--- config.mk ---
export PLATFORM = sky130hd
export DESIGN_NAME = simple_computer_mc
export DESIGN_NICKNAME = d
export VERILOG_FILES = /design/src/rtl/simple_computer_mc.sv
export SDC_FILE = /design/constraint.sdc
export NUM_CORES = 1
export LEC_CHECK = 0
export BUFFER_PORTS_ARGS = -buffer_cell sky130_fd_sc_hd__buf_2
export CORE_AREA = 2 2 171 173
export DETAILED_ROUTE_END_ITERATION = 7
export DIE_AREA = 0 0 173 175
export GPL_ROUTABILITY_DRIVEN = 0
export PLACE_DENSITY = 0.71
export SLEW_MARGIN = 20
export SYNTH_ARGS = -nofsm -noshare
export SYNTH_HDL_FRONTEND = slang
export SYNTH_SLANG_ARGS = --single-unit
--- constraint.sdc ---
create_clock -name CLK -period 4.65 [get_ports CLK]
set_input_delay 0.465 -clock CLK [delete_from_list [all_inputs] [get_ports CLK]]
set_output_delay 0.465 -clock CLK [all_outputs]
set_load 0.02 [all_outputs]
--- src/rtl/simple_computer_mc.sv ---
// Multi-cycle 4-register computer: host loads IMEM while halted, pulses START, observes via debug port.
// Latency 2 cycles (NOP/ST/BRZ/JMP/HLT) or 3 (register writes); no backpressure, host polls HALTED.

module simple_computer_mc #(
  parameter int DW    = 4,
  parameter int PC_W  = 4,
  parameter int DM_AW = 4
) (
  input  logic            CLK,
  input  logic            RESET,
  input  logic            START,
  input  logic            PROG_WE,
  input  logic [PC_W-1:0] PROG_ADDR,
  input  logic [15:0]     PROG_DATA,
  input  logic [1:0]      DBG_SEL,
  output logic [DW-1:0]   DBG_DATA,
  output logic [PC_W-1:0] PC,
  output logic [15:0]     IR,
  output logic [1:0]      STATE,
  output logic            ZFLAG,
  output logic            CFLAG,
  output logic            HALTED
);

  typedef enum logic [1:0] {
    S_HALT  = 2'b00,
    S_FETCH = 2'b01,
    S_EXEC  = 2'b10,
    S_WB    = 2'b11
  } state_t;

  localparam logic [3:0] OP_NOP = 4'h0, OP_ADD = 4'h2, OP_SUB = 4'h3, OP_AND = 4'h4;
  localparam logic [3:0] OP_OR  = 4'h5, OP_XOR = 4'h6, OP_NOT = 4'h7, OP_ADI = 4'h8;
  localparam logic [3:0] OP_LDI = 4'h9, OP_LD  = 4'hA, OP_ST  = 4'hB, OP_BRZ = 4'hC;
  localparam logic [3:0] OP_JMP = 4'hD, OP_SHR = 4'hE, OP_HLT = 4'hF;

  state_t          state_q, state_d;
  logic [PC_W-1:0] pc_q, pc_d;
  logic [15:0]     ir_q, ir_d;
  logic [DW-1:0]   res_q, res_d;
  logic            z_q, z_d, c_q, c_d;
  logic [DW-1:0]   rf_q [4];
  logic            rf_we;
  logic [DW-1:0]   rf_wdat;
  logic            imem_we, dm_we;
  logic [15:0]     imem [2**PC_W];
  logic [DW-1:0]   dmem [2**DM_AW];
  logic [DW-1:0]   ld_q;

  logic [3:0]      op;
  logic [1:0]      da, aa, ba;
  logic [5:0]      imm;
  logic [21:0]     imm_ext;
  logic            unused_imm;
  logic [DW-1:0]   opa, opb, k, alu_r;
  logic            alu_c, flag_op;
  logic [PC_W-1:0] tgt;

  assign op         = ir_q[15:12];
  assign da         = ir_q[11:10];
  assign aa         = ir_q[9:8];
  assign ba         = ir_q[7:6];
  assign imm        = ir_q[5:0];
  assign imm_ext    = {16'b0, imm};
  assign k          = imm_ext[DW-1:0];
  assign tgt        = imm_ext[PC_W-1:0];
  assign unused_imm = ^imm_ext;
  assign opa        = rf_q[aa];
  assign opb        = rf_q[ba];

  always_comb begin
    alu_r   = opa;
    alu_c   = 1'b0;
    flag_op = 1'b1;
    case (op)
      OP_ADD:  {alu_c, alu_r} = {1'b0, opa} + {1'b0, opb};
      OP_SUB:  begin alu_r = opa - opb; alu_c = (opa < opb); end
      OP_AND:  alu_r = opa & opb;
      OP_OR:   alu_r = opa | opb;
      OP_XOR:  alu_r = opa ^ opb;
      OP_NOT:  alu_r = ~opa;
      OP_ADI:  {alu_c, alu_r} = {1'b0, opa} + {1'b0, k};
      OP_SHR:  begin alu_r = opa >> 1; alu_c = opa[0]; end
      OP_LDI:  begin alu_r = k; flag_op = 1'b0; end
      // MOV passes A through; LD/NOP/ST/branches/HLT never touch flags
      default: flag_op = 1'b0;
    endcase
  end

  always_comb begin
    state_d = state_q;
    pc_d    = pc_q;
    ir_d    = ir_q;
    res_d   = res_q;
    z_d     = z_q;
    c_d     = c_q;
    rf_we   = 1'b0;
    rf_wdat = res_q;
    imem_we = 1'b0;
    dm_we   = 1'b0;
    case (state_q)
      S_HALT: begin
        imem_we = PROG_WE;
        if (START) begin
          state_d = S_FETCH;
          pc_d    = '0;
        end
      end
      S_FETCH: begin
        ir_d    = imem[pc_q];
        pc_d    = pc_q + PC_W'(1);
        state_d = S_EXEC;
      end
      S_EXEC: begin
        res_d = alu_r;
        if (flag_op) begin
          z_d = (alu_r == '0);
          c_d = alu_c;
        end
        case (op)
          OP_NOP:  state_d = S_FETCH;
          OP_ST:   begin dm_we = 1'b1; state_d = S_FETCH; end
          OP_BRZ:  begin if (z_q) pc_d = tgt; state_d = S_FETCH; end
          OP_JMP:  begin pc_d = tgt; state_d = S_FETCH; end
          OP_HLT:  state_d = S_HALT;
          default: state_d = S_WB;
        endcase
      end
      S_WB: begin
        rf_we   = 1'b1;
        rf_wdat = (op == OP_LD) ? ld_q : res_q;
        state_d = S_FETCH;
      end
      default: state_d = S_HALT;
    endcase
  end

  always_ff @(posedge CLK or posedge RESET) begin
    if (RESET) state_q <= S_HALT;
    else       state_q <= state_d;
  end

  always_ff @(posedge CLK or posedge RESET) begin
    if (RESET) begin
      pc_q  <= '0;
      ir_q  <= '0;
      res_q <= '0;
      z_q   <= 1'b0;
      c_q   <= 1'b0;
      for (int i = 0; i < 4; i++) rf_q[i] <= '0;
    end else begin
      pc_q  <= pc_d;
      ir_q  <= ir_d;
      res_q <= res_d;
      z_q   <= z_d;
      c_q   <= c_d;
      if (rf_we) rf_q[da] <= rf_wdat;
    end
  end

  // Memories hold contents across reset; write enables are gated by the reset-cleared state.
  always_ff @(posedge CLK) begin
    if (imem_we) imem[PROG_ADDR] <= PROG_DATA;
    if (dm_we)   dmem[opa[DM_AW-1:0]] <= opb;
    ld_q <= dmem[opa[DM_AW-1:0]];
  end

  assign DBG_DATA = rf_q[DBG_SEL];
  assign PC       = pc_q;
  assign IR       = ir_q;
  assign STATE    = state_q;
  assign ZFLAG    = z_q;
  assign CFLAG    = c_q;
  assign HALTED   = (state_q == S_HALT);

endmodule

# == Yosys cells after proc, flatten, opt, wreduce, memory -nomap -nowiden ==
# Memory sizes are Yosys's and may differ from the RTL's. A register that Yosys moved wholly into a read port is not among the register bits.
# Index checks and enable logic that the tools add are counted.
# word_totals
n_memories,2
out_inout_bits,29
register_bits,28
wordCells,90
ram_bits,320
# memory_table
memory,depth,word_bits,read_ports,rd_ports_with_merged_regs,write_ports,line_no,source
imem,16,16,1,1,1,46,logic [15:0] imem [2**PC_W];
dmem,16,4,1,1,1,47,logic [DW-1:0] dmem [2**DM_AW];
# op_classes
bitwise,8
reduce_logical,9
n_eq_ne,20
mux,32
order_cmp,6
addsub,4
# ops
operator,count
$mux 4,11
$pmux 4 s9,1
$eq 4x4->1 const B,8
$bmux 4 s2,3
$bwmux 16,1
$eq 4x3->1 const B,4
$ge 3x3->1 const B,4
$not 2->3,4
$pmux 4 s3,1
$add 4x4->5,2
$mux 1,9
$demux 4 s2,1
$eq 4x2->1 const B,2
$logic_not 4->1,2
$pmux 2 s4,1
$pmux 4 s2,1
$reduce_or 8->1,1
$add 4x1->4 const B,1
$and 4x4->4,1
$eq 2x2->1 const B,2
$lt 4x4->1,1
$not 4->4,1
$or 4x4->4,1
$pmux 1 s4,1
other kinds (15),15

# == Longest topological paths before layout ==
# Gate-level depths: netlist of run 1.
# depth
word_depth,7
mapped_depth,13
depth_no_buf,11

# == Worst setup path before layout of run 1 ==
# No wires, ideal clock.
# synth_timing
path_type,flip-flop to flip-flop
start,reg ir_q[8] (netlist: IR[8]) (read register of imem)
end,reg z_q (netlist: ZFLAG)
setup_time_ns,0.095
n_path_buf,2
arrival_time_ns,3.266
path_stages_with_launch,14
required_time_ns,4.555
slack_ns,1.289
cell_sequence,dfrtp_1 > buf_6 > mux4_2 > buf_4 > inv_2 > ha_1 > inv_1 > fa_1 > xnor2_1 > and3_1 > a2111oi_0 > a31oi_1 > or3_1 > o31ai_1
# synth_between
elab_chain_len,7
# synth_rtl
element,line_no,source
start: declaration,39,"logic [15:0] ir_q, ir_d;"
$not 2->3 (not written as such) *,68,assign opa = rf_q[aa];
$bmux 4 s2 *,68,
$mux 4 (not written as such) * (2 in series),68,
$add 4x4->5 (tied with other cells),82,"OP_ADI: {alu_c, alu_r} = {1'b0, opa} + {1'b0, k};"
$pmux 4 s9 *,75,case (op)
$logic_not 4->1 *,117,z_d = (alu_r == '0);
end signal: assignment,155,z_q <= z_d;
end: declaration,41,"logic z_q, z_d, c_q, c_d;"
# Every way passes the cells marked *; elsewhere a longest branch is shown, timed or not. The select of a mux whose other input is x is not followed.
# A chain may end at the register's enable or synchronous reset.

# == Worst setup path in the final report of run 1 ==
# layout_timing
start,reg ir_q[6] (netlist: IR[6]) (read register of imem)
end,reg z_q (netlist: ZFLAG)
# layout_between
elab_chain_len,7
# layout_rtl
element,line_no,source
$not 2->3 (not written as such) *,69,assign opb = rf_q[ba];
$bmux 4 s2 *,69,
$mux 4 (not written as such) * (2 in series),69,
net opb[0],55,"logic [DW-1:0] opa, opb, k, alu_r;"
$sub 4x4->4 (tied with other cells),77,OP_SUB: begin alu_r = opa - opb; alu_c = (opa < opb); end
$pmux 4 s9 *,75,
$logic_not 4->1 *,117,
# Mark *: on every way through the listed nets, which the timed path passes. The rest lies on a longest branch. The select of a mux whose other input is x is not followed.

==> results of run 1 <==
[cells by family after synthesis]
kind of cell / count (synthesis) / synth area share (%)
mux: 133 / 18.1
buf+inv: 59 / 1.60
simple gates: 147 / 4.51
fa+ha+maj: 24 / 2.10
flops: 368 / 70.1
compound gates: 80 / 3.34
xor+xnor: 4 / 0.228
[how the worst max path moves through the flow]
stage / end / slack, ns / cells after the start / startpoint
6_report: ZFLAG / 1.19 / 9 / IR[6]
5_1_grt: ZFLAG / 0.94 / 9 / IR[6]
4_1_cts: ZFLAG / 1.18 / 9 / IR[6]
3_5_place_dp: ZFLAG / 1.20 / 9 / IR[6]
3_3_place_gp: ZFLAG / 1.22 / 9 / IR[6]
2_1_floorplan: ZFLAG / 1.29 / 13 / IR[8]
[Yosys cell counts, drive strengths merged, types with 3 or more instances]
cell,count,area (µm²)
clkbuf,20,75.1
dfrtp,44,1100
mux2,17,191
o211ai,3,22.5
o21ai,31,155
nand3b,3,22.5
nor2,46,173
nand3,9,45.0
and3,6,37.5
nand4,5,31.3
edfxtp,320,9610
nand2,45,169
dfxtp,4,80.1
inv,20,75.1
mux2i,4,40.0
nor3,4,20.0
buf,18,92.6
nor2b,7,43.8
a21o,3,22.5
a211oi,3,22.5
a21oi,12,60.1
nand2b,11,68.8
a31oi,4,25.0
ha,21,263
mux4,112,2550
fa,3,60.1
[power breakdown]
part	internal, mW	total [mW]	leakage, nW	switching [mW]
combinational	1.70	3.78	1.78	2.08
sequential	4.00	4.39	3.47	0.391
clock	1.84	3.06	0.619	1.21
total	7.55	11.2	5.86	3.68
[sequential cells by signal, indices dropped and copies added (netlist names)]
register,count
res_q,4
PC,4
ld_q,4
rf_q,16
IR,16
dmem,64
CFLAG,1
STATE,2
ZFLAG,1
imem,256
[through the flow]
step	cell area, µm²	utilization [%]	hold WS, ns	instances
floorplan	15400	-	0.480	815
global placement	16200	57.1	0.460	1239
detailed placement	16200	57.1	0.466	1239
CTS	17500	61.5	0.215	1307
global route	17500	61.5	0.117	1307
finish	17500	61.5	0.0644	1308
[per-layer routing]
layer  vias to the layer above  routed length (µm)
met1                      4127               13100
met2                       294               16400
li1                       3475                   -
met5                         -                   0
met3                        61                1850
met4                         0                 803
[cell type report]
type / count / area (µm²) / share of cell area, %
antenna: 1 / 2.50 / 0.0143
clock buffer: 49 / 1020 / 5.86
clock inverter: 19 / 240 / 1.37
inverter: 21 / 80.1 / 0.458
multi-input combinational: 388 / 4400 / 25.2
sequential: 368 / 10800 / 61.8
tap: 384 / 480 / 2.75
timing repair buffer: 78 / 450 / 2.58
==> results.cfg, run 1 <==
[pwr]
p_per_area_nw_per_um2 = 643
p_leak_nw = 5.86
finalPower_mw = 11.2
ir_worst_vdd_mv = 0.362

[die]
die_area_um2 = 30300
start_util_pct = 54.2
die_w_um = 173
rows = 62
ios = 55
die_y_um = 175
coreArea_um2 = 28400

[clock_tree]
ctsHtreeMaxLevel = 2
clock-root-buffer = clkbuf_16
clock_path_buffers = 3
cts_setup_buffers = 0
cts.repair.resized = 0
clkLatencyLatePin_ns = 0.52
postCtsHoldBufs = 0
clkSinkCount = 368
path_clk_slew_ns = 0.06
cts_tree = done
cts_buffers = 39

[worst_setup_path]
slowest_delay_ns = 0.76
startpoint_type = flip-flop
cp.arrival_ns = 3.89
r2r_slack_ns = 1.19
cp_slowest_cell = mux4_2
cp-end-kind = flip-flop
path_cells = mux4_2 > ha_1 > fa_1 > nor2b_1 > xnor2_1 > a2111oi_0 > a31oi_1 > or3_1 > o31ai_1
crit_required_ns = 5.08
worst_r2r_startpoint = IR[6]
critPathKind = reg -> reg
path_buf_inv = 0
crit_fanout = 19
reg2regPathDepth = 9
cp_top_family = multiplexers
r2r-end = ZFLAG

[drt]
drcViolationCount = 0
post_drt_wl_per_cell_um = 24.5
drtIter0Drc = 724
routed_wl_mm = 32.1
vias_per_cell = 6.08
dr.pass1.iters = 5
drtAntennaViolNets = 0
vias = 7957

[final_layout]
syn_to_final_growth_pct = 13.6
num-nets-final = 946
final_common_cell = edfxtp_1
drive_above_1_share_pct = 30.2
fill_cells = 2021
mostFrequentLayoutCells = 320 x edfxtp_1, 105 x mux4_2, 54 x buf_2

[global_routing]
grt_usage_pct = 21.8
met2_usage_pct = 36.6
grt_busiest_layer = met2
gr-usage-met3_pct = 3.33
grt_first_pass_wirelength_mm = 49.7
grt_pass1_vias = 8164
met1_usage_pct = 30.0
grt_max_degree = 69
antenna_found_initial = 1
gr-total-overflow = 0

[timing]
finalMaxSlewViolations = 0
min_period_ns = 3.46
slew_headroom_pct = 26.4
fin_crit_sh_pct = 74.4
skew_ns = 0.0126
worst_slew_pin_slew_ns = 1.10
setup_viol = 0
fmax_ghz = 0.289
tns_ns = 0
setup_slack_ns = 1.19
rsz0062_at_grt = no
hold_viol_final = 0

[yosys]
synth_edf_count = 320
avgSynthCellArea_um2 = 18.9
ys_types = 61
syn_inst = 815
synth_seq_cells = 368
synthArstFlopShare_pct = 12.0
syn-num-nets = 865
synth_warnings = 0
seq_area_frac_synth_pct = 70.1
postSynth.topFlopCell = edfxtp_1
syn_area_um2 = 15400

[worst_hold_path]
min_path_type = in -> async

[placement]
port_buffers = 54
dp_slack_ns = 1.20
dpl.hpwl_mm = 20.1

[run_status]
outcome = completed

[flow_run]
drv_cap = 0
Note: power is estimated with default switching activity, not from simulation.
==> run 2, diff against run 1 <==
--- a/config.mk
+++ b/config.mk
@@ -10,7 +10,7 @@
 export DETAILED_ROUTE_END_ITERATION = 7
 export DIE_AREA = 0 0 173 175
 export GPL_ROUTABILITY_DRIVEN = 0
-export PLACE_DENSITY = 0.71
+export PLACE_DENSITY = 0.74
 export SLEW_MARGIN = 20
 export SYNTH_ARGS = -nofsm -noshare
 export SYNTH_HDL_FRONTEND = slang
==> constraint.sdc (replaced) <==
create_clock -name CLK -period 2.78 [get_ports CLK]
set_input_delay 0.278 -clock CLK [delete_from_list [all_inputs] [get_ports CLK]]
set_output_delay 0.278 -clock CLK [all_outputs]
set_load 0.02 [all_outputs]
==> run 2 against run 1 <==
Net effect:
- worst setup slack got worse by 1.3 ns
- non-clock buffer count is 64 higher
- highest routed layer unchanged
- critical endpoint unchanged
- largest power group is now combinational cells
- die area is the same
- the flow now finishes with violations (setup timing)
- critical path type unchanged
- sequential power increased by 63%
- power grew 80%
- worst hold slack better by 0.037 ns
==> results.cfg, run 2 (same netlist as run 1, synthesis figures left out) <==
[timing]
skew_ns = 0.0199
fin_crit_sh_pct = 105
whs_ns = 0.101
slew_headroom_pct = 47.4
worst_slew_pin_slew_ns = 0.788
setup_slack_ns = -0.141
rsz0062_at_grt = yes
fmax_ghz = 0.342
min_period_ns = 2.92
hold_viol_final = 0
setup_viol = 3
finalMaxSlewViolations = 0

[drt]
wl_met1_mm = 13.7
drtAntennaViolNets = 0
post_drt_wl_per_cell_um = 24.6
drtIter0Drc = 1100
dr.pass1.iters = 6
highest_layer = met4
met2WireLength_mm = 16.7
routed_wl_mm = 33.8
vias_per_cell = 6.11
drcViolationCount = 0
vias = 8409
dr_wl_met3_mm = 2.56

[clock_tree]
path_clk_slew_ns = 0.07
cts_tree = done
ctsHtreeMaxLevel = 2
clkSinkCount = 368
clkLatencyLatePin_ns = 0.55
cts_buffers = 39
clock_path_buffers = 3
clock-root-buffer = clkbuf_16

[die]
die_y_um = 175
rows = 62
ios = 55
start_util_pct = 54.2
die_area_um2 = 30300
coreArea_um2 = 28400
die_w_um = 173

[final_layout]
fin_cells = 1377
syn_to_final_growth_pct = 18.5
fill_cells = 1940
mostFrequentLayoutCells = 320 x edfxtp_1, 105 x mux4_2, 76 x buf_4
post-route-util_pct = 64.2
final_common_cell = edfxtp_1
num-nets-final = 1010
design_area_um2 = 18200
largest_reg_flops = 256
regMostFlops = imem
drive_above_1_share_pct = 36.6

[global_routing]
gr-total-overflow = 0
grt_pass1_vias = 8588
grt_max_degree = 69
antenna_found_initial = 1
grt_usage_pct = 23.1
grt_first_pass_wirelength_mm = 52.0

[placement]
place_area_um2 = 16800
dpl.hpwl_mm = 21.6
port_buffers = 54
dp_slack_ns = -0.183
dp_cells = 1297

[worst_hold_path]
hold_path_depth = 1
min_from = PROG_DATA[2]
holdPathEnd = imem[14][2]
min_path_type = in -> reg

[run_status]
outcome = complete, but fails checks
violations = setup timing

[worst_setup_path]
crit_fanout = 3
crit_required_ns = 3.22
startpoint_type = flip-flop
cp-startpoint = IR[8]
r2r_slack_ns = -0.14
reg2regPathDepth = 11
r2r-end = ZFLAG
cp-end-kind = flip-flop
critPathKind = reg -> reg
cp.arrival_ns = 3.36
worst_r2r_startpoint = IR[8]

[flow_run]
drv_cap = 0

[pwr]
ir_worst_vdd_mv = 0.610
p_leak_nw = 6.26
p_per_area_nw_per_um2 = 1110
==> run 2: cell count changes in the layout (fill, tap and decap cells not counted), sizes merged, moves of 2 or more <==
cell,delta
buf,+63
clkbuf,-4
inv,+2
clkinv,+5
==> run 2: worst max-delay path by stage <==
| stage | end | slack [ns] | cells after the start |
|---|---|---|---|
| final | ZFLAG | -0.14 | 11 |
| after global routing | ZFLAG | -0.25 | 11 |
| after CTS | ZFLAG | -0.15 | 11 |
| after detailed placement | ZFLAG | -0.18 | 11 |
| after global placement | ZFLAG | -0.12 | 11 |
| after floorplan | ZFLAG | -0.35 | 11 |
==> run 2: cell type report <==
cell class              count  area [µm²]  area share [%]
clock inverters            27         337            1.85
clock buffers              45         998            5.48
flip-flops and latches    368       10800            59.2
multi-input cells         388        4470            24.5
inverters                  21        86.3           0.474
diodes                      2        5.00          0.0274
repair buffers            142        1050            5.78
well taps                 384         480            2.64
==> run 2: repair_timing <==
item                                    CTS  global route
resized for setup                         3             9
hold endpoints to repair                 34             0
endpoints found under the setup margin    4             5
hold buffers                              1             0
pin swaps                                 2             5
buffers inserted                          2             4
==> run 2: through the flow <==
| stage | power (mW) | TNS, ns |
|---|---|---|
| global route | 21.1 | -0.645 |
| detailed placement | 14.7 | -0.321 |
| global placement | 14.6 | -0.206 |
| CTS | 20.1 | -0.254 |
| finish | 20.2 | -0.299 |
| floorplan | 12.1 | -0.500 |
==> run 2: per-layer routing <==
| metal | vias to the layer above | GRT usage (%) |
|---|---|---|
| met5 | - | 0 |
| met1 | 4357 | 31.8 |
| met2 | 377 | 38.0 |
| li1 | 3608 | - |
| met3 | 67 | 4.24 |
| met4 | 0 | 7.13 |
==> run 2: where the power goes <==
part           internal [mW]  switching [mW]  leakage (nW)
logic                   3.76            4.02          2.14
clock network           3.11            2.17         0.651
registers               6.69           0.447          3.46
total                   13.6            6.64          6.26
==> run 2: critical path: stages (launching register included) <==
cell      delay [ns]
dfrtp_2         0.42
mux4_2          0.42
buf_4           0.14
ha_1            0.16
inv_1           0.06
fa_1            0.40
nor2b_1         0.17
nor4b_1         0.08
a211oi_1        0.28
a31oi_1         0.16
or3_1           0.35
o31ai_2         0.19
